## config.mk

```make
export PLATFORM = sky130hd
export DESIGN_NAME = cache_arbiter_flat
export DESIGN_NICKNAME = d
export VERILOG_FILES = /design/src/rtl/cache_arbiter_pkg.sv /design/src/rtl/cache_arbiter_if.sv /design/src/rtl/cache_arbiter_perf.sv /design/src/rtl/cache_arbiter.sv /design/src/flat_wrapper.sv
export SDC_FILE = /design/constraint.sdc
export NUM_CORES = 1
export LEC_CHECK = 0
export BUFFER_PORTS_ARGS = -buffer_cell sky130_fd_sc_hd__buf_2
export CAP_MARGIN = 0
export CORE_AREA = 2 2 577 579
export CTS_BUF_LIST = sky130_fd_sc_hd__clkbuf_4 sky130_fd_sc_hd__clkbuf_8 sky130_fd_sc_hd__clkbuf_16
export CTS_CLUSTER_SIZE = 10
export DETAILED_ROUTE_END_ITERATION = 16
export DIE_AREA = 0 0 579 581
export GPL_ROUTABILITY_DRIVEN = 1
export SLEW_MARGIN = 10
export SYNTH_ARGS = -nofsm -noshare
export SYNTH_HDL_FRONTEND = slang
export SYNTH_SLANG_ARGS = --single-unit
```

## constraint.sdc

```tcl
create_clock -name clk -period 12.3 [get_ports clk]
set_input_delay 1.23 -clock clk [delete_from_list [all_inputs] [get_ports clk]]
set_output_delay 1.23 -clock clk [all_outputs]
set_load 0.02 [all_outputs]
```

## src/rtl/cache_arbiter_pkg.sv

```systemverilog
// Shared types and default widths for the I/D cache line-port arbiter.
package cache_arbiter_pkg;

    localparam int DEF_LINE_W = 256;
    localparam int DEF_ADDR_W = 32;

    typedef enum logic [1:0] {
        IDLE    = 2'd0,
        SERVE_I = 2'd1,
        SERVE_D = 2'd2,
        RECOVER = 2'd3
    } arb_state_t;

    typedef enum logic {
        OP_READ  = 1'b0,
        OP_WRITE = 1'b1
    } arb_op_t;

endpackage

```

## src/rtl/cache_arbiter_if.sv

```systemverilog
// Bundle of the I-cache, D-cache, memory-adaptor and statistics signals.
// slave is the arbiter's view, master is the view of everything around it.
interface cache_arbiter_if
    import cache_arbiter_pkg::*;
#(
    parameter int LINE_W = DEF_LINE_W,
    parameter int ADDR_W = DEF_ADDR_W
);
    logic              i_read;
    logic [ADDR_W-1:0] i_addr;
    logic [LINE_W-1:0] i_rdata;
    logic              i_resp;

    logic              d_read;
    logic              d_write;
    logic [ADDR_W-1:0] d_addr;
    logic [LINE_W-1:0] d_wdata;
    logic [LINE_W-1:0] d_rdata;
    logic              d_resp;

    logic              mem_read;
    logic              mem_write;
    logic [ADDR_W-1:0] mem_addr;
    logic [LINE_W-1:0] mem_wdata;
    logic [LINE_W-1:0] mem_rdata;
    logic              mem_resp;

    logic [31:0]       num_conflict;
    logic [31:0]       num_i_grant;
    logic [31:0]       num_d_grant;

    modport slave (
        input  i_read, i_addr, d_read, d_write, d_addr, d_wdata, mem_rdata, mem_resp,
        output i_rdata, i_resp, d_rdata, d_resp,
        output mem_read, mem_write, mem_addr, mem_wdata,
        output num_conflict, num_i_grant, num_d_grant
    );

    modport master (
        output i_read, i_addr, d_read, d_write, d_addr, d_wdata, mem_rdata, mem_resp,
        input  i_rdata, i_resp, d_rdata, d_resp,
        input  mem_read, mem_write, mem_addr, mem_wdata,
        input  num_conflict, num_i_grant, num_d_grant
    );

endinterface

```

## src/rtl/cache_arbiter_perf.sv

```systemverilog
// Free-running 32-bit wrapping statistics counters for the arbiter.
module arb_perf_counters (
    input  logic        clk,
    input  logic        rst,
    input  logic        conflict_i,
    input  logic        i_grant_i,
    input  logic        d_grant_i,
    output logic [31:0] num_conflict_o,
    output logic [31:0] num_i_grant_o,
    output logic [31:0] num_d_grant_o
);

    // Count each strobe; natural 32-bit wrap is intended.
    always_ff @(posedge clk or posedge rst) begin
        if (rst) begin
            num_conflict_o <= '0;
            num_i_grant_o  <= '0;
            num_d_grant_o  <= '0;
        end else begin
            if (conflict_i) num_conflict_o <= num_conflict_o + 32'd1;
            if (i_grant_i)  num_i_grant_o  <= num_i_grant_o + 32'd1;
            if (d_grant_i)  num_d_grant_o  <= num_d_grant_o + 32'd1;
        end
    end

endmodule

```

## src/rtl/cache_arbiter.sv

```systemverilog
// Arbitrates the single memory line port between I-cache and D-cache.
// D wins by default; I is forced after STARVE_MAX D grants made while I waited.
module cache_arbiter
    import cache_arbiter_pkg::*;
#(
    parameter int LINE_W     = DEF_LINE_W,
    parameter int ADDR_W     = DEF_ADDR_W,
    parameter int STARVE_MAX = 4
) (
    input  logic            clk,
    input  logic            rst,
    cache_arbiter_if.slave  bus
);

    localparam int SW = (STARVE_MAX < 1) ? 1 : $clog2(STARVE_MAX + 1);

    arb_state_t        state_q, state_d;
    logic [ADDR_W-1:0] addr_q, addr_d;
    arb_op_t           op_q, op_d;
    logic [LINE_W-1:0] wdata_q, wdata_d;
    logic [SW-1:0]     starve_cnt_q, starve_cnt_d;

    logic i_req, d_req, starve_hit;
    logic i_grant, d_grant, conflict;
    logic i_resp, d_resp;

    assign i_req      = bus.i_read;
    assign d_req      = bus.d_read | bus.d_write;
    assign starve_hit = (starve_cnt_q == SW'(STARVE_MAX));

    // State, hold registers and starvation counter.
    always_ff @(posedge clk or posedge rst) begin
        if (rst) begin
            state_q      <= IDLE;
            addr_q       <= '0;
            op_q         <= OP_READ;
            wdata_q      <= '0;
            starve_cnt_q <= '0;
        end else begin
            state_q      <= state_d;
            addr_q       <= addr_d;
            op_q         <= op_d;
            wdata_q      <= wdata_d;
            starve_cnt_q <= starve_cnt_d;
        end
    end

    // Next-state, grant bookkeeping and completion pulses.
    always_comb begin
        state_d      = state_q;
        addr_d       = addr_q;
        op_d         = op_q;
        wdata_d      = wdata_q;
        starve_cnt_d = starve_cnt_q;
        i_grant      = 1'b0;
        d_grant      = 1'b0;
        conflict     = 1'b0;
        i_resp       = 1'b0;
        d_resp       = 1'b0;
        unique case (state_q)
            IDLE: begin
                conflict = i_req & d_req;
                if (i_req && (!d_req || starve_hit)) begin
                    i_grant      = 1'b1;
                    state_d      = SERVE_I;
                    addr_d       = bus.i_addr;
                    op_d         = OP_READ;
                    wdata_d      = bus.d_wdata;
                    starve_cnt_d = '0;
                end else if (d_req) begin
                    d_grant = 1'b1;
                    state_d = SERVE_D;
                    addr_d  = bus.d_addr;
                    // A simultaneous read+write is a writeback.
                    op_d    = bus.d_write ? OP_WRITE : OP_READ;
                    wdata_d = bus.d_wdata;
                    if (i_req && !starve_hit)
                        starve_cnt_d = starve_cnt_q + SW'(1);
                end
            end
            SERVE_I: begin
                if (bus.mem_resp) begin
                    i_resp  = 1'b1;
                    state_d = RECOVER;
                end
            end
            SERVE_D: begin
                if (bus.mem_resp) begin
                    d_resp  = 1'b1;
                    state_d = RECOVER;
                end
            end
            RECOVER: state_d = IDLE;
            default: state_d = IDLE;
        endcase
    end

    // Memory strobes decode only from state and latched op, never from requesters.
    assign bus.mem_read  = (state_q == SERVE_I) || (state_q == SERVE_D && op_q == OP_READ);
    assign bus.mem_write = (state_q == SERVE_D) && (op_q == OP_WRITE);
    assign bus.mem_addr  = addr_q;
    assign bus.mem_wdata = wdata_q;
    assign bus.i_rdata   = bus.mem_rdata;
    assign bus.d_rdata   = bus.mem_rdata;
    assign bus.i_resp    = i_resp;
    assign bus.d_resp    = d_resp;

    arb_perf_counters u_perf (
        .clk            (clk),
        .rst            (rst),
        .conflict_i     (conflict),
        .i_grant_i      (i_grant),
        .d_grant_i      (d_grant),
        .num_conflict_o (bus.num_conflict),
        .num_i_grant_o  (bus.num_i_grant),
        .num_d_grant_o  (bus.num_d_grant)
    );

endmodule

```

## src/flat_wrapper.sv

```systemverilog
// flat-port wrapper written by rule: the top's interface ports become plain ports
module cache_arbiter_flat import cache_arbiter_pkg::*;
#(
    parameter int LINE_W     = DEF_LINE_W,
    parameter int ADDR_W     = DEF_ADDR_W,
    parameter int STARVE_MAX = 4
)
  (clk, rst, bus_i_read, bus_i_addr, bus_d_read, bus_d_write, bus_d_addr, bus_d_wdata, bus_mem_rdata, bus_mem_resp, bus_i_rdata, bus_i_resp, bus_d_rdata, bus_d_resp, bus_mem_read, bus_mem_write, bus_mem_addr, bus_mem_wdata, bus_num_conflict, bus_num_i_grant, bus_num_d_grant);
  cache_arbiter_if #(.LINE_W(LINE_W), .ADDR_W(ADDR_W)) bus_i ();
  input  logic clk;
  input  logic rst;
  input wire logic [$bits(bus_i.i_read)-1:0] bus_i_read;
  input wire logic [$bits(bus_i.i_addr)-1:0] bus_i_addr;
  input wire logic [$bits(bus_i.d_read)-1:0] bus_d_read;
  input wire logic [$bits(bus_i.d_write)-1:0] bus_d_write;
  input wire logic [$bits(bus_i.d_addr)-1:0] bus_d_addr;
  input wire logic [$bits(bus_i.d_wdata)-1:0] bus_d_wdata;
  input wire logic [$bits(bus_i.mem_rdata)-1:0] bus_mem_rdata;
  input wire logic [$bits(bus_i.mem_resp)-1:0] bus_mem_resp;
  output wire logic [$bits(bus_i.i_rdata)-1:0] bus_i_rdata;
  output wire logic [$bits(bus_i.i_resp)-1:0] bus_i_resp;
  output wire logic [$bits(bus_i.d_rdata)-1:0] bus_d_rdata;
  output wire logic [$bits(bus_i.d_resp)-1:0] bus_d_resp;
  output wire logic [$bits(bus_i.mem_read)-1:0] bus_mem_read;
  output wire logic [$bits(bus_i.mem_write)-1:0] bus_mem_write;
  output wire logic [$bits(bus_i.mem_addr)-1:0] bus_mem_addr;
  output wire logic [$bits(bus_i.mem_wdata)-1:0] bus_mem_wdata;
  output wire logic [$bits(bus_i.num_conflict)-1:0] bus_num_conflict;
  output wire logic [$bits(bus_i.num_i_grant)-1:0] bus_num_i_grant;
  output wire logic [$bits(bus_i.num_d_grant)-1:0] bus_num_d_grant;
  assign bus_i.i_read = bus_i_read;
  assign bus_i.i_addr = bus_i_addr;
  assign bus_i.d_read = bus_d_read;
  assign bus_i.d_write = bus_d_write;
  assign bus_i.d_addr = bus_d_addr;
  assign bus_i.d_wdata = bus_d_wdata;
  assign bus_i.mem_rdata = bus_mem_rdata;
  assign bus_i.mem_resp = bus_mem_resp;
  assign bus_i_rdata = bus_i.i_rdata;
  assign bus_i_resp = bus_i.i_resp;
  assign bus_d_rdata = bus_i.d_rdata;
  assign bus_d_resp = bus_i.d_resp;
  assign bus_mem_read = bus_i.mem_read;
  assign bus_mem_write = bus_i.mem_write;
  assign bus_mem_addr = bus_i.mem_addr;
  assign bus_mem_wdata = bus_i.mem_wdata;
  assign bus_num_conflict = bus_i.num_conflict;
  assign bus_num_i_grant = bus_i.num_i_grant;
  assign bus_num_d_grant = bus_i.num_d_grant;
  cache_arbiter #(.LINE_W(LINE_W), .ADDR_W(ADDR_W), .STARVE_MAX(STARVE_MAX)) u_core (.clk(clk), .rst(rst), .bus(bus_i));
endmodule
```

==> results.cfg, run 1 <==
[power]
p_sw_share_pct = 45.96
power_frac_comb_pct = 46.1
power.switching_mw = 3.210
leakagePower_nw = 11.08
finalPower_mw = 6.985
p_seq_share_pct = 29.7
p_per_area_mw_per_mm2 = 263.6
clockPowerShare_pct = 24.2
ir_drop_mv = 0.1443
internal-power_mw = 3.775

[route]
vias = 13390
drc_errors = 0
wl_per_cell_um = 26.40
firstDrtPassIters = 6
ant_nets = 0
drt-total-wl_um = 166000
viasPerCell = 2.128
drtIter0Drc = 557

[setup_path]
cp.required_ps = 12870
path_max_fanout = 137
crit_path_end_kind = flop
criticalPathCategory = in -> reg
arrival_ps = 4360
cp-start-kind = primary input

[synth]
ys_ff_latch = 390
ys_types = 44
synth_fa_ha_area_share_pct = 0.5792
syn_area_per_cell_um2 = 11.99
ys_top_cells_by_area = dfrtp_1, buf_4, mux2_2
synth_nets = 2212
netlist.area_leader.share_pct = 50.19
synthArstFlopShare_pct = 100.0
synth.cell_area_mm2 = 0.01944
synth-compound-area-share_pct = 1.326
synth_cells = 1621
synth_area_leader_cell = dfrtp_1
synth_mux_area_share_pct = 16.65
synth_top_family_by_area = buffers and inverters
synth-edff-count = 0
ys_seq_area_share_pct = 50.19
synthSimpleGateAreaFrac_pct = 5.965
ys_warn_count = 0
synth-xor-area-share_pct = 4.189
synth_ff_type = dfrtp_1

[grt]
grt_start_max_net_pins = 138
gr-usage-met2_pct = 13.67
top_usage_layer = met2
grt_pass1_vias = 13280
overflow = 0
met1_usage_pct = 9.673
grt_pass1_wl_um = 193200
grt_util_met3_pct = 8.736
antenna_found_initial = 203
grt_use_total_pct = 9.537

[layout]
drive_gt1_share_pct = 58.19
fin_cells = 6290
syn_to_final_growth_pct = 36.26
layout.nets = 2437

[timing]
finalCritPeriodShare_pct = 30.83
fmax_ghz = 0.2637
setup_tns_ps = 0
tightest_slew_ps = 946.0
timing.final.max_slew_violations = 0
max_slew_margin_pct = 36.93
post-route-min-period_ps = 3792
rsz0062_at_grt = false
skew_ps = 61.43
final_hold_viol_count = 0
setup_viol = 0

[placed_design]
dp.cells = 6155
dpl.hpwl_um = 148700
io_buffers = 713
place.gp.congestion = 0.7541

[die]
ios = 1482
die_height_um = 581
die-area_mm2 = 0.3364
die_x_um = 579
core_area_mm2 = 0.3297
start_util_pct = 5.897
rows = 211

[clock_tree]
ctsHoldBuffers = 0
clk_latency_ps = 720
cts_made_buffers = 55
cts_root_buf = clkbuf_16
path_clk_slew_ps = 50
post_cts_buffers = 0
cts.sinks = 390
clock_tree.htree_level_count = 2
ctsResizeCount = 0
clock_path_buffers = 3
cts_tree = done

[run]
cap_violations = 0

[min_path]
hold_class = reg -> reg

[run_status]
outcome = completed
## cell families after synthesis
logic type	Yosys count
buffers and inverters	569
DFF	390
muxes	291
and+or+nand+nor	224
xor gates and xnor gates	93
AOI/OAI and AO/OA	45
adders and majority gates	9
## critical path, stage by stage
cell and delay (ps):
buf_2 160, nor3_1 250, nand2b_4 630, buf_12 580, buf_4 790, mux2_2 420
## sequential cells by signal (all words and copies together) (netlist names)
register	cells
u_core.bus.mem_wdata	256
u_core.bus.mem_addr	32
u_core.u_perf.num_conflict_o	32
u_core.u_perf.num_d_grant_o	32
u_core.u_perf.num_i_grant_o	32
u_core.starve_cnt_q	3
u_core.state_q	2
u_core.op_q	1
## layer usage
layer	routed length, µm	part of all wire [%]	vias up
met1	58390	35	6097
met2	65320	39	1320
li1	-	-	5379
met5	345	0.21	-
met4	8407	5.1	6
met3	33570	20	584
## cell usage after synthesis, types with 19 or more instances
cell,count
o21ai_0,35
mux2i_1,32
buf_4,512
buf_2,36
mux2_2,259
xor2_1,27
dfrtp_1,390
nor2_1,30
nand4_1,19
nand3_1,39
nand2_1,82
xnor2_1,66
## path summary, 6_finish.rpt
path,from,to,slack [ps],depth (start not counted)
setup / recovery,bus_d_write,u_core.bus.mem_wdata[27]$_DFFE_PP0P_,8510,6
max in group asynchronous,rst,u_core.starve_cnt_q[2]$_DFFE_PP0P_,9750,4
setup reg to reg,u_core.state_q[0]$_DFFE_PP0P_,u_core.bus.mem_wdata[27]$_DFFE_PP0P_,8800,6
hold / removal,u_core.u_perf.num_i_grant_o[31]$_DFFE_PP0P_,u_core.u_perf.num_i_grant_o[31]$_DFFE_PP0P_,470,1
min in group asynchronous,rst,u_core.bus.mem_wdata[255]$_DFFE_PP0P_,520,2
hold reg to reg,u_core.u_perf.num_i_grant_o[31]$_DFFE_PP0P_,u_core.u_perf.num_i_grant_o[31]$_DFFE_PP0P_,470,1
## through the flow
step                      utilization, %  setup slack (ps)  hold slack, ps  cell area (µm²)
after detailed placement           7.439              7755           457.1            24530
after global routing               8.008              8312           484.4            26410
after CTS                          8.007              8558           439.3            26400
after floorplan                        -             229.1           479.8            19440
final                              8.035              8508           469.4            26490
after global placement             7.439              7714           454.6            24530
## cell type report
| cell class | instances | area (µm²) |
|---|---|---|
| fill | 38390 | 303200 |
| timing repair buffer | 723 | 3656 |
| multi-input combinational | 662 | 5592 |
| clock inverter | 20 | 237.7 |
| antenna | 37 | 92.59 |
| clock buffer | 78 | 1634 |
| inverter | 14 | 60.06 |
| tap | 4366 | 5463 |
| sequential | 390 | 9759 |
## layout by cell type (no fill, tap or decap), types with 4 or more instances in the layout
cell type and instances:
nand4_1 19, nor2_1 30, buf_2 713, dfrtp_1 390
bufinv_16 4, inv_1 13, nand2_1 81, o21ai_0 35
nand3_1 39, nor3_1 7, mux2i_1 32, clkinv_2 8
clkbuf_4 13, clkbuf_8 8, xnor2_1 66, and3_1 9
buf_4 9, mux2_2 259, clkbuf_16 57, and4_1 8
diode_2 37, ha_1 9, and2_1 5, xor2_1 27
## power groups by stage
stage | sequential [mW] | combinational, mW | clock, mW
floorplan | 2.70 | 1.15 | 0
global placement | 2.07 | 3.30 | 0
detailed placement | 2.09 | 3.31 | 0
CTS | 2.08 | 3.31 | 1.78
global route | 2.15 | 3.54 | 1.82
finish | 2.07 | 3.22 | 1.69
No activity file was read; power rests on OpenSTA's default activity.
==> run 2: changes to the inputs <==
ABC_AREA = 1   (was unset)
CORE_AREA = 2 2 572 574   (was 2 2 577 579)
DIE_AREA = 0 0 574 576   (was 0 0 579 581)
clock period = 3.2 ns   (was 12.3 ns; I/O delays follow)
==> run 2 against run 1 <==
  * Wire length rose by 28%
  * Critical path type is now reg -> reg
  * Critical endpoint is now u_core.bus.mem_addr[26]$_DFFE_PP0P_
  * Design area rose by 17%
  * Non-clock buffer count increased by 342
  * Global-route usage grew 2.8 points
  * Setup slack worse by 8000 ps
  * Critical path depth increased by 3
  * Via count up 43%
  * Clock skew decreased by 26 ps
==> results.cfg, run 2 <==
[run_status]
outcome = completed

[die]
ios = 1482
start_util_pct = 6.405
die-area_mm2 = 0.3306
rows = 210
die_height_um = 576
core_area_mm2 = 0.3253
die_x_um = 574

[setup_path]
cp.required_ps = 3850
critPathSlowestCell = dlygate4sd3_1
path_max_fanout = 42
cp-start-kind = flop
arrival_ps = 3340
slowest_delay_ps = 570
crit_chain = inv_1, ha_1, nand2_2, nand2_4, inv_8, buf_4, nand2_1, o21ai_0, dlygate4sd3_1
criticalPathCategory = reg -> reg
crit_path_end_kind = flop

[synth]
ys_ff_latch = 390
synth_nets = 3156
synthArstFlopShare_pct = 100.0
netlist.area_leader.share_pct = 46.84
synth_most_common_cell = nand2_1
synth-edff-count = 0
ys_types = 28
synth_common_cells = nand2_1, buf_4, dfrtp_1
synth_area_leader_cell = dfrtp_1
syn_area_per_cell_um2 = 8.122
synth_cells = 2565
ys_seq_area_share_pct = 46.84
synth.cell_area_mm2 = 0.02083
synth_ff_type = dfrtp_1
ys_warn_count = 0
ys_top_cells_by_area = dfrtp_1, nand2_1, buf_4

[placed_design]
io_buffers = 713
place.gp.congestion = 0.9642
dp.cells = 7071
place_ws_ps = 898.9
dpl-instance-area_mm2 = 0.02587
dpl.hpwl_um = 189100

[grt]
grt_pass1_wl_um = 252600
grt_start_max_net_pins = 79
antenna_found_initial = 41
overflow = 0
grt_use_total_pct = 12.32
grt_pass1_vias = 18820

[layout]
largest_register_ffs = 256
fin_area_mm2 = 0.03093
final_common_cell = nand2_1
layout.nets = 3692
multi_input_area_mm2 = 0.006300
syn_to_final_growth_pct = 48.48
fin_cells = 7486
fill_cells = 37930
regArea_mm2 = 0.009759
drive_gt1_share_pct = 27.57
final_core_util_pct = 9.510
layout_common_cells = nand2_1, buf_2, dfrtp_1, dlygate4sd3_1, nor2_1

[min_path]
hold_class = in -> reg

[route]
drc_errors = 0
viasPerCell = 2.552
firstDrtPassIters = 6
drtIter0Drc = 1483
drt-total-wl_um = 211800
wl_per_cell_um = 28.29
vias = 19100
ant_nets = 0

[timing]
finalCritPeriodShare_pct = 84.12
timing.final.max_slew_violations = 0
post-route-min-period_ps = 2692
setup_viol = 0
fmax_ghz = 0.3715
skew_ps = 35.83
finalWorstSetupSlack_ps = 508.2
rsz0062_at_grt = false
tightest_slew_ps = 611.5
max_slew_margin_pct = 59.24
final_hold_viol_count = 0

[clock_tree]
path_clk_slew_ps = 60
clk_latency_ps = 720
cts.sinks = 390
cts_made_buffers = 55
cts_tree = done
ctsResizeCount = 0
cts_root_buf = clkbuf_16
clock_tree.htree_level_count = 2
clock_path_buffers = 3

[power]
p_per_area_mw_per_mm2 = 921.6
ir_drop_mv = 0.4831
leakagePower_nw = 14.40

[run]
cap_violations = 0
-- run 2: cell count changes in the layout (fill, tap and decap cells not counted), sizes merged, moves of 9 or more --
cell         previous run  this run
buf                   723       746
nand3                  40        58
o21ai                  36        81
inv                    17       110
nand3b                  0        18
dlygate4sd3             0       319
mux2i                  32         0
and3                    9         0
diode                  37         6
nand2                  83      1074
xnor2                  66        21
nor2                   30       163
mux2                  259         0
-- run 2: through the flow --
stage | power (mW) | TNS (ps) | hold WS [ps]
after global routing | 30.61 | 0 | 35.68
final | 28.51 | 0 | 40.38
after CTS | 29.50 | 0 | 3.739
after floorplan | 15.11 | -922700 | 432.6
after detailed placement | 21.92 | 0 | 414.1
after global placement | 21.82 | 0 | 415.5
-- run 2: path summary, 6_finish.rpt --
| check | startpoint | endpoint | slack (ps) | cells after the start |
|---|---|---|---|---|
| max | u_core.state_q[1]$_DFFE_PP0P_ | u_core.bus.mem_addr[26]$_DFFE_PP0P_ | 510 | 9 |
| min | bus_d_wdata[77] | u_core.bus.mem_wdata[77]$_DFFE_PP0P_ | 40 | 3 |
| max reg2reg | u_core.state_q[1]$_DFFE_PP0P_ | u_core.bus.mem_addr[26]$_DFFE_PP0P_ | 510 | 9 |
| min reg2reg | u_core.bus.mem_wdata[218]$_DFFE_PP0P_ | u_core.bus.mem_wdata[218]$_DFFE_PP0P_ | 460 | 2 |
| max in group asynchronous | rst | u_core.u_perf.num_i_grant_o[21]$_DFFE_PP0P_ | 1960 | 5 |
| min in group asynchronous | rst | u_core.bus.mem_wdata[214]$_DFFE_PP0P_ | 260 | 4 |
-- run 2: report_power, final --
group	switching, mW	internal (mW)	total, mW
logic	10.1	3.45	13.6
registers	1.47	6.88	8.35
clock network	2.69	3.89	6.59
-- run 2: cells by family after synthesis --
family	count (synthesis)	share of synthesized area [%]
xor+xnor	46	1.934
compound gates	84	2.030
flops	390	46.84
simple gates	1341	25.70
buf+inv	695	22.95
fa+ha+maj	9	0.5405
-- run 2: critical path, delay by kind of cell (launching register included) --
| kind | cells | cell delay, ps |
|---|---|---|
| buffers and inverters | 4 | 1440 |
| DFF | 1 | 370 |
| AOI/OAI and AO/OA | 1 | 90 |
| adders and majority gates | 1 | 230 |
| and+or+nand+nor | 3 | 500 |
-- run 2: final cells by class --
cell class	instances	area share (%)
sequential	390	31.55
timing repair buffer	1065	23.10
antenna	6	0.04854
clock inverter	16	0.7645
inverter	109	1.363
multi-input combinational	1480	20.37
tap	4346	17.58
clock buffer	74	5.226
-- run 2: layer usage --
layer	wire (µm)	GRT usage (%)	vias to the layer above
met3	62950	16.81	499
met4	12300	6.114	6
li1	-	-	8404
met2	87220	17.97	1536
met5	279	0.5308	-
met1	49040	8.276	8657
-- run 2: timing repair --
action                                 in CTS  in global routing
endpoints found under the hold margin     443                  0
setup buffers                               0                  0
hold buffers                              319                  0
